File: src/rtl/root_pkg.sv
// root_pkg: shared constants and types for the square-root request sequencer.
//   RADICAND_W / ROOT_W / REM_W : datapath widths of the attached root unit
//   root_state_t               : sequencer FSM states
//   root_req_t                 : queued request {d, tag} at the default tag width
package root_pkg;

    localparam int RADICAND_W = 32;
    localparam int ROOT_W     = 16;
    localparam int REM_W      = 17;
    localparam int DEF_TAG_W  = 4;

    typedef enum logic [1:0] {
        IDLE = 2'd0,
        LOAD = 2'd1,
        WAIT = 2'd2
    } root_state_t;

    typedef struct packed {
        logic [RADICAND_W-1:0] d;
        logic [DEF_TAG_W-1:0]  tag;
    } root_req_t;

endpackage

File: src/rtl/root_req_fifo.sv
// root_req_fifo: synchronous DEPTH-entry request FIFO, first-word-fall-through
// head, asynchronous active-low clear of the pointers.
//   clk, clrn        : clock / async active-low clear
//   push, push_data  : write one entry (never asserted while full)
//   pop              : drop the head entry (never asserted while empty)
//   head             : current head entry
//   full, empty      : occupancy flags
//   count            : occupancy, 0..DEPTH
module root_req_fifo
    import root_pkg::*;
#(
    parameter int  DEPTH = 4,
    parameter type req_t = root_req_t
) (
    input  logic                     clk,
    input  logic                     clrn,
    input  logic                     push,
    input  req_t                     push_data,
    input  logic                     pop,
    output req_t                     head,
    output logic                     full,
    output logic                     empty,
    output logic [$clog2(DEPTH):0]   count
);

    localparam int AW = $clog2(DEPTH);
    localparam logic [AW:0] PTR_ONE = (AW+1)'(1);

    req_t        mem [DEPTH];
    logic [AW:0] wr_ptr;
    logic [AW:0] rd_ptr;

    // Pointers carry one extra wrap bit so full and empty stay distinct.
    always_ff @(posedge clk or negedge clrn) begin
        if (!clrn) begin
            wr_ptr <= '0;
            rd_ptr <= '0;
        end else begin
            if (push) wr_ptr <= wr_ptr + PTR_ONE;
            if (pop)  rd_ptr <= rd_ptr + PTR_ONE;
        end
    end

    always_ff @(posedge clk) begin
        if (push) mem[wr_ptr[AW-1:0]] <= push_data;
    end

    assign head  = mem[rd_ptr[AW-1:0]];
    assign count = wr_ptr - rd_ptr;
    assign empty = (wr_ptr == rd_ptr);
    assign full  = (wr_ptr[AW] != rd_ptr[AW]) && (wr_ptr[AW-1:0] == rd_ptr[AW-1:0]);

endmodule

File: src/rtl/root_sequencer.sv
// root_sequencer: queues radicand requests, feeds them one at a time to the
// iterative square-root unit with a single-cycle load pulse, and returns the
// results in order through a one-entry output slot.
//   clk, clrn                          : clock / async active-low reset
//   req_valid/req_ready/req_d/req_tag  : request channel (valid/ready)
//   rsp_valid/rsp_ready/rsp_q/rsp_r/
//   rsp_tag/rsp_exact                  : response channel (valid/ready)
//   pending                            : request FIFO occupancy
//   root_d/root_load                   : radicand and start pulse to the root unit
//   root_busy/root_ready/root_q/root_r : status and result from the root unit
module root_sequencer
    import root_pkg::*;
#(
    parameter int DEPTH = 4,
    parameter int TAG_W = 4
) (
    input  logic                    clk,
    input  logic                    clrn,
    input  logic                    req_valid,
    output logic                    req_ready,
    input  logic [RADICAND_W-1:0]   req_d,
    input  logic [TAG_W-1:0]        req_tag,
    output logic                    rsp_valid,
    input  logic                    rsp_ready,
    output logic [ROOT_W-1:0]       rsp_q,
    output logic [REM_W-1:0]        rsp_r,
    output logic [TAG_W-1:0]        rsp_tag,
    output logic                    rsp_exact,
    output logic [$clog2(DEPTH):0]  pending,
    output logic [RADICAND_W-1:0]   root_d,
    output logic                    root_load,
    input  logic                    root_busy,
    input  logic                    root_ready,
    input  logic [ROOT_W-1:0]       root_q,
    input  logic [REM_W-1:0]        root_r
);

    // Same layout as root_req_t, sized to this instance's tag width.
    typedef struct packed {
        logic [RADICAND_W-1:0] d;
        logic [TAG_W-1:0]      tag;
    } req_t;

    root_state_t      state;
    root_state_t      nxt;
    req_t             push_data;
    req_t             head;
    logic             full;
    logic             empty;
    logic             push;
    logic             pop;
    logic             slot_free;
    logic             capture;
    logic [TAG_W-1:0] inflight_tag;

    assign req_ready = !full;
    assign push      = req_valid && req_ready;
    assign push_data = '{d: req_d, tag: req_tag};

    root_req_fifo #(
        .DEPTH (DEPTH),
        .req_t (req_t)
    ) u_fifo (
        .clk       (clk),
        .clrn      (clrn),
        .push      (push),
        .push_data (push_data),
        .pop       (pop),
        .head      (head),
        .full      (full),
        .empty     (empty),
        .count     (pending)
    );

    // The slot can take a new result if it is empty or drains this cycle.
    assign slot_free = !rsp_valid || rsp_ready;
    assign capture   = (state == WAIT) && root_ready && !root_busy && slot_free;

    // FSM: state register
    always_ff @(posedge clk or negedge clrn) begin
        if (!clrn) state <= IDLE;
        else       state <= nxt;
    end

    // FSM: next state
    always_comb begin
        nxt = state;
        case (state)
            IDLE:    if (!empty) nxt = LOAD;
            LOAD:    nxt = WAIT;
            WAIT:    if (capture) nxt = IDLE;
            default: nxt = IDLE;
        endcase
    end

    // FSM: outputs
    always_comb begin
        root_load = 1'b0;
        pop       = 1'b0;
        if (state == LOAD) begin
            root_load = 1'b1;
            pop       = 1'b1;
        end
    end

    // root_d is registered on entry to LOAD so it only moves once per request.
    // The in-flight tag is taken from the head just before it is popped.
    always_ff @(posedge clk or negedge clrn) begin
        if (!clrn) begin
            root_d       <= '0;
            inflight_tag <= '0;
        end else begin
            if (state == IDLE && !empty) root_d <= head.d;
            if (state == LOAD)           inflight_tag <= head.tag;
        end
    end

    // Output slot: a capture in the same cycle as a transfer reloads it.
    always_ff @(posedge clk or negedge clrn) begin
        if (!clrn) begin
            rsp_valid <= 1'b0;
            rsp_q     <= '0;
            rsp_r     <= '0;
            rsp_tag   <= '0;
            rsp_exact <= 1'b0;
        end else if (capture) begin
            rsp_valid <= 1'b1;
            rsp_q     <= root_q;
            rsp_r     <= root_r;
            rsp_tag   <= inflight_tag;
            rsp_exact <= (root_r == '0);
        end else if (rsp_ready) begin
            rsp_valid <= 1'b0;
        end
    end

endmodule

File: config.mk
export PLATFORM = sky130hd
export DESIGN_NAME = root_sequencer
export DESIGN_NICKNAME = d
export VERILOG_FILES = /design/src/rtl/root_pkg.sv /design/src/rtl/root_req_fifo.sv /design/src/rtl/root_sequencer.sv
export SDC_FILE = /design/constraint.sdc
export NUM_CORES = 1
export LEC_CHECK = 0
export CAP_MARGIN = 20
export CORE_MARGIN = 3
export CORE_UTILIZATION = 40
export CTS_CLUSTER_SIZE = 30
export DETAILED_ROUTE_END_ITERATION = 12
export SYNTH_ARGS = -nofsm -noshare
export SYNTH_HDL_FRONTEND = slang
export SYNTH_SLANG_ARGS = --single-unit
File: constraint.sdc
create_clock -name clk -period 5.7 [get_ports clk]
set_input_delay 1.425 -clock clk [delete_from_list [all_inputs] [get_ports clk]]
set_output_delay 1.425 -clock clk [all_outputs]
set_load 0.01 [all_outputs]
==> results.yml, run 1 <==
grt:
  grt_pass1_wl_mm: 27.4
  track_usage_pct: 14.6
  grt_max_degree: 59
  antenna_found_initial: 1
  grt_pass1_vias: 4830
  globalRouteOverflowTotal: 0
power:
  leakagePower_nw: 4.17
  power.density_nw_per_um2: 578
  ir_drop_mv: 0.312
synthesis:
  synth_top_family_by_area: "multiplexers"
  synth-compound-area-share_pct: 0.507
  synth_area_sq_um: 8640
  ys_ff_latch: 227
  ys_warn_count: 0
  synth-seq-area-share_pct: 74.1
  synth_ff_type: "edfxtp_1"
  synthesis.nets: 485
  synth-simple-area-share_pct: 1.35
  synthMuxAreaShare_pct: 20.3
  syn_inst: 402
  yosysMostFrequentCell: "edfxtp_1"
  avgSynthCellArea_sq_um: 21.5
  synthXorXnorAreaFrac_pct: 0.710
  synthAdderAreaFrac_pct: 1.25
  ys_types: 29
  netlist_top_cells_count: "edfxtp_1, dfrtp_1, mux2_2, mux4_2, mux2_4"
  synth_area_leaders: "edfxtp_1, dfrtp_1, mux4_2"
  synth.top_cell.area_share_pct: 50.1
  yosysTopAreaCell: "edfxtp_1"
  synth_edf_count: 144
  synthArstFlopShare_pct: 36.6
drt:
  dr.pass1.iters: 4
  num_vias: 4257
  via_per_inst: 4.96
  wl_mm: 16.7
  drtIter0Drc: 270
  drc: 0
  wl_per_cell_um: 19.5
  ant_nets: 0
cts:
  htree_levels: 1
  path_clk_slew_ps: 60
  cts_resized: 0
  post_cts_buffers: 0
  root_buffer: "clkbuf_16"
  clock-sinks: 227
  insertion_delay_ps: 520
  cts_buffer_depth: 3
  hold_buffers: 0
  tritoncts: "done"
  cts_buffers: 24
run_status:
  status: "finished, final reports clean"
timing:
  setup_viol: 0
  hold_viol_final: 0
  timing.final.crit_share_pct: 73.7
  period_minus_slack_ps: 4200
  skew_ps: 18.5
  worst_pin_slew_ps: 1020
  final.setup.tns_ps: 0
  grt_setup_unrepaired: "false"
  slew_headroom_pct: 31.9
  max_freq_mhz: 238
  slew_viol_final: 0
setup_path:
  crit_type: "reg2out"
  max_stage_delay_ps: 1030
  worstSetupStartpointType: "flop"
  crit_slowest_cell: "dfrtp_2"
  path_buf_inv: 2
  cp_top_family: "flip-flops"
  end_kind: "output pin"
  critical_path.max_fanout: 39
  crit_required_ps: 4280
  path_cells: "inv_1, ha_1, nand3_1, clkdlybuf4s50_1"
  cp.arrival_ps: 2780
placed_design:
  dp_hpwl_mm: 10.2
  port_buffers: 150
  place_congestion: 0.785
  place_area_sq_um: 10400
floorplanning:
  dieArea_sq_um: 23400
  start_util_pct: 40.8
  row_count: 53
  io_pins: 151
  die-height_um: 153
  core_area_sq_um: 21200
  die_w_um: 153
cells_and_area:
  area_growth_pct: 30.1
  nets: 649
  final_layout_size_suffix_gt1_share_pct: 27.7
  fin_area_sq_um: 11200
  antenna_cells: 0
flow_run:
  drv_cap: 0
min_path:
  hold_path_class: "reg2reg"
==> final timing paths <==
path                       cells past startpoint                     endpoint                    startpoint  slack [ps]
setup reg to reg                               4   u_fifo.mem[0][2]$_DFFE_PP_  u_fifo.rd_ptr[1]$_DFFE_PN0P_        2360
max in group asynchronous                      2        rsp_q[13]$_DFFE_PN0P_                          clrn        3840
setup / recovery                               4                    req_ready  u_fifo.rd_ptr[1]$_DFFE_PN0P_        1500
min in group asynchronous                      1         rsp_q[0]$_DFFE_PN0P_                          clrn         990
hold / removal                                 1  inflight_tag[3]$_DFFE_PN0P_   inflight_tag[3]$_DFFE_PN0P_         500
hold reg to reg                                1  inflight_tag[3]$_DFFE_PN0P_   inflight_tag[3]$_DFFE_PN0P_         500
==> worst register-to-register path, stage by stage (launching register included) <==
cell	delay [ps]
dfrtp_2	1030
inv_1	150
ha_1	410
a31oi_1	440
and2_2	910
==> placed cells by master (no fill, tap or decap), drive strengths merged, types with 2 or more instances in the layout <==
| master | netlist | routed |
|---|---|---|
| nor2b | 2 | 2 |
| nand2b | 2 | 2 |
| xnor2 | 4 | 4 |
| inv | 7 | 7 |
| nand2 | 4 | 4 |
| clkdlybuf4s50 | 0 | 149 |
| mux2 | 74 | 74 |
| nand3 | 2 | 2 |
| ha | 7 | 7 |
| and2 | 3 | 3 |
| clkbuf | 5 | 33 |
| edfxtp | 144 | 144 |
| buf | 12 | 6 |
| clkinv | 0 | 7 |
| dfrtp | 83 | 83 |
| mux4 | 36 | 36 |
| xor2 | 3 | 3 |
| bufinv | 0 | 3 |
| nor4 | 3 | 3 |
| a31oi | 2 | 2 |
==> power by group <==
group	total, mW	leakage [nW]	internal, mW	switching, mW
Sequential	2.59	2.31	2.33	0.261
Clock	1.59	0.406	0.979	0.613
Combinational	2.31	1.46	1.36	0.947
Total	6.49	4.17	4.67	1.82
==> per-stage QoR <==
stage | hold slack (ps) | util (%) | std cells | total power, mW | setup WS [ps]
2_1_floorplan | 477 | - | 402 | 4.02 | 1650
3_3_place_gp | 486 | 49.2 | 815 | 4.93 | 1990
3_5_place_dp | 491 | 49.2 | 815 | 4.98 | 1960
4_1_cts | 505 | 53.1 | 859 | 6.61 | 1400
5_1_grt | 518 | 53.1 | 859 | 6.86 | 1270
6_report | 501 | 53.1 | 859 | 6.49 | 1500
==> cells by family (layout without fill, tap and decap cells) <==
logic type               Yosys count  count (layout)
AO/OA/AOI/OAI                      6               6
XOR/XNOR                           7               7
adder cells (fa/ha/maj)            8               8
buffers and inverters             24             206
flip-flops                       227             227
multiplexers                     110             110
AND/OR/NAND/NOR                   20              20
==> cell type report <==
class / instances / area [sq um]
Timing Repair Buffer: 155 / 1540
Multi-Input combinational cell: 151 / 2100
Fill cell: 1654 / 9910
Clock inverter: 11 / 143
Tap cell: 275 / 344
Sequential cell: 227 / 6400
Clock buffer: 33 / 686
Inverter: 7 / 26.3
==> metal layers <==
layer | part of all wire [%] | GRT usage (%) | vias to the layer above
li1 | - | - | 1899
met1 | 44 | 20.4 | 2161
met2 | 46 | 23.4 | 167
met3 | 7.3 | 3.82 | 28
met4 | 2.0 | 3.05 | 2
met5 | 0.066 | 0 | -
==> flip-flops by register name (all words and copies together), names as in the netlist <==
register / flops
u_fifo.mem: 144
inflight_tag: 4
rsp_r: 17
rsp_tag: 4
u_fifo.wr_ptr: 3
root_d: 32
u_fifo.rd_ptr: 3
rsp_q: 16
rsp_exact: 1
state: 2
rsp_valid: 1
(Power assumes the default switching activity.)
==> run 2, diff against run 1 <==
- PLACE_DENSITY: default -> 0.66
- clock period: 5.7 -> 3.59 ns (I/O delays scaled with it)
==> run 2 against run 1 <==
  * Clock power rose by 69%
  * Die area did not move
  * Via count increased by 1.2%
  * Wire length is 0.32% higher
  * Largest power group unchanged
  * Final cell count increased by 0.81%
==> results.yml, run 2 (synthesis gave the netlist of run 1 again) <==
flow_run:
  drv_cap: 0
setup_path:
  reg2regPathDepth: 5
  crit_path_start: "u_fifo.rd_ptr[1]$_DFFE_PN0P_"
  worstSetupStartpointType: "flop"
  crit_type: "reg2out"
  crit_required_ps: 2690
  r2r_end: "root_d[0]$_DFFE_PN0P_"
  cp.arrival_ps: 2510
  path_cells: "inv_1, ha_1, nand3_1, clkdlybuf4s50_1"
  cp_top_family: "buffers and inverters"
  r2r_slack_ps: 810
  end_kind: "output pin"
  max_stage_delay_ps: 710
  critical_path.max_fanout: 21
  crit_slowest_cell: "dfrtp_2"
  reg2reg_from: "u_fifo.rd_ptr[1]$_DFFE_PN0P_"
  path_buf_inv: 2
timing:
  worst_pin_slew_ps: 964
  setup_viol: 0
  hold_viol_final: 0
  skew_ps: 10.5
  final.setup.tns_ps: 0
  slew_viol_final: 0
  period_minus_slack_ps: 3410
  timing.final.crit_share_pct: 94.9
  slew_headroom_pct: 35.7
  max_freq_mhz: 294
  grt_setup_unrepaired: "false"
grt:
  antenna_found_initial: 0
  globalRouteOverflowTotal: 0
  grt_pass1_wl_mm: 26.8
  track_usage_pct: 14.3
  grt_pass1_vias: 4710
  grt_max_degree: 75
cts:
  path_clk_slew_ps: 60
  clock-sinks: 227
  post_cts_buffers: 0
  cts_buffer_depth: 3
  root_buffer: "clkbuf_16"
  htree_levels: 1
  cts_resized: 0
  hold_buffers: 0
  cts_buffers: 24
  insertion_delay_ps: 500
  tritoncts: "done"
drt:
  via_per_inst: 4.98
  dr.pass1.iters: 4
  ant_nets: 0
  drtIter0Drc: 224
  wl_per_cell_um: 19.4
  wl_mm: 16.8
  num_vias: 4310
  drc: 0
floorplanning:
  row_count: 53
  start_util_pct: 40.8
  die-height_um: 153
  core_area_sq_um: 21200
  die_w_um: 153
  dieArea_sq_um: 23400
  io_pins: 151
power:
  ir_drop_mv: 0.440
  leakagePower_nw: 4.23
  power.density_nw_per_um2: 924
min_path:
  hold_path_class: "reg2reg"
  whs_endpoint: "rsp_tag[1]$_DFFE_PN0P_"
  min_from: "rsp_tag[1]$_DFFE_PN0P_"
  worstHoldPathCells: 1
cells_and_area:
  final_layout_size_suffix_gt1_share_pct: 28.4
  largest_reg_flops: 144
  area_growth_pct: 31.5
  stdcell_count: 866
  final_cell_mix: "clkdlybuf4s50_1, edfxtp_1, dfrtp_1"
  nets: 656
  final_common_cell: "clkdlybuf4s50_1"
  antenna_cells: 0
  n_fill_cell: 1614
  post-route-util_pct: 53.7
placed_design:
  dp_hpwl_mm: 11.0
  placed_cells: 822
  place_congestion: 0.764
  port_buffers: 150
run_status:
  status: "finished, final reports clean"
## run 2: cell count changes in the layout (fill, tap and decap cells not counted), sizes merged
cell,before,now
bufinv,3,5
clkinv,7,3
clkbuf,33,35
buf,6,13
## run 2: per-stage QoR
stage / area, sq um / power [mW] / hold WS [ps] / setup WS, ps
after floorplan: 8650 / 6.39 / 477 / 418
after global placement: 10500 / 7.84 / 488 / 730
after CTS: 11400 / 10.7 / 506 / 132
after detailed placement: 10500 / 7.96 / 493 / 686
final: 11400 / 10.5 / 502 / 184
after global routing: 11400 / 11.1 / 515 / 39.3
## run 2: worst reg2reg max path, cell delays in order (launching register included)
cell	delay [ps]
dfrtp_2	710
inv_1	160
ha_1	430
a311o_2	530
buf_4	460
mux2_2	390
## run 2: area by class of cell
class	count	area, sq um	area share [%]
tap	275	344	3.03
sequential	227	6400	56.3
multi-input combinational	151	2100	18.5
clock inverter	9	173	1.52
inverter	7	26.3	0.231
timing repair buffer	162	1600	14.1
clock buffer	35	714	6.29
## run 2: how the worst max path moves through the flow
stage	to	depth (start not counted)
global route	req_ready	4
detailed placement	req_ready	4
finish	req_ready	4
floorplan	u_fifo.mem[0][0]$_DFFE_PP_	6
CTS	req_ready	4
global placement	req_ready	4
## run 2: report_power, final
part	total [mW]	leakage [nW]	internal, mW	switching (mW)
sequential	4.09	2.31	3.70	0.394
combinational	3.73	1.49	2.18	1.54
clock	2.68	0.432	1.74	0.942
## run 2: routing by layer
layer	track usage [%]	wire length (um)	vias to the layer above
met3	3.17	1020	28
li1	-	-	1915
met5	0	0	-
met4	3.39	378	0
met2	22.8	7920	174
met1	20.5	7480	2193
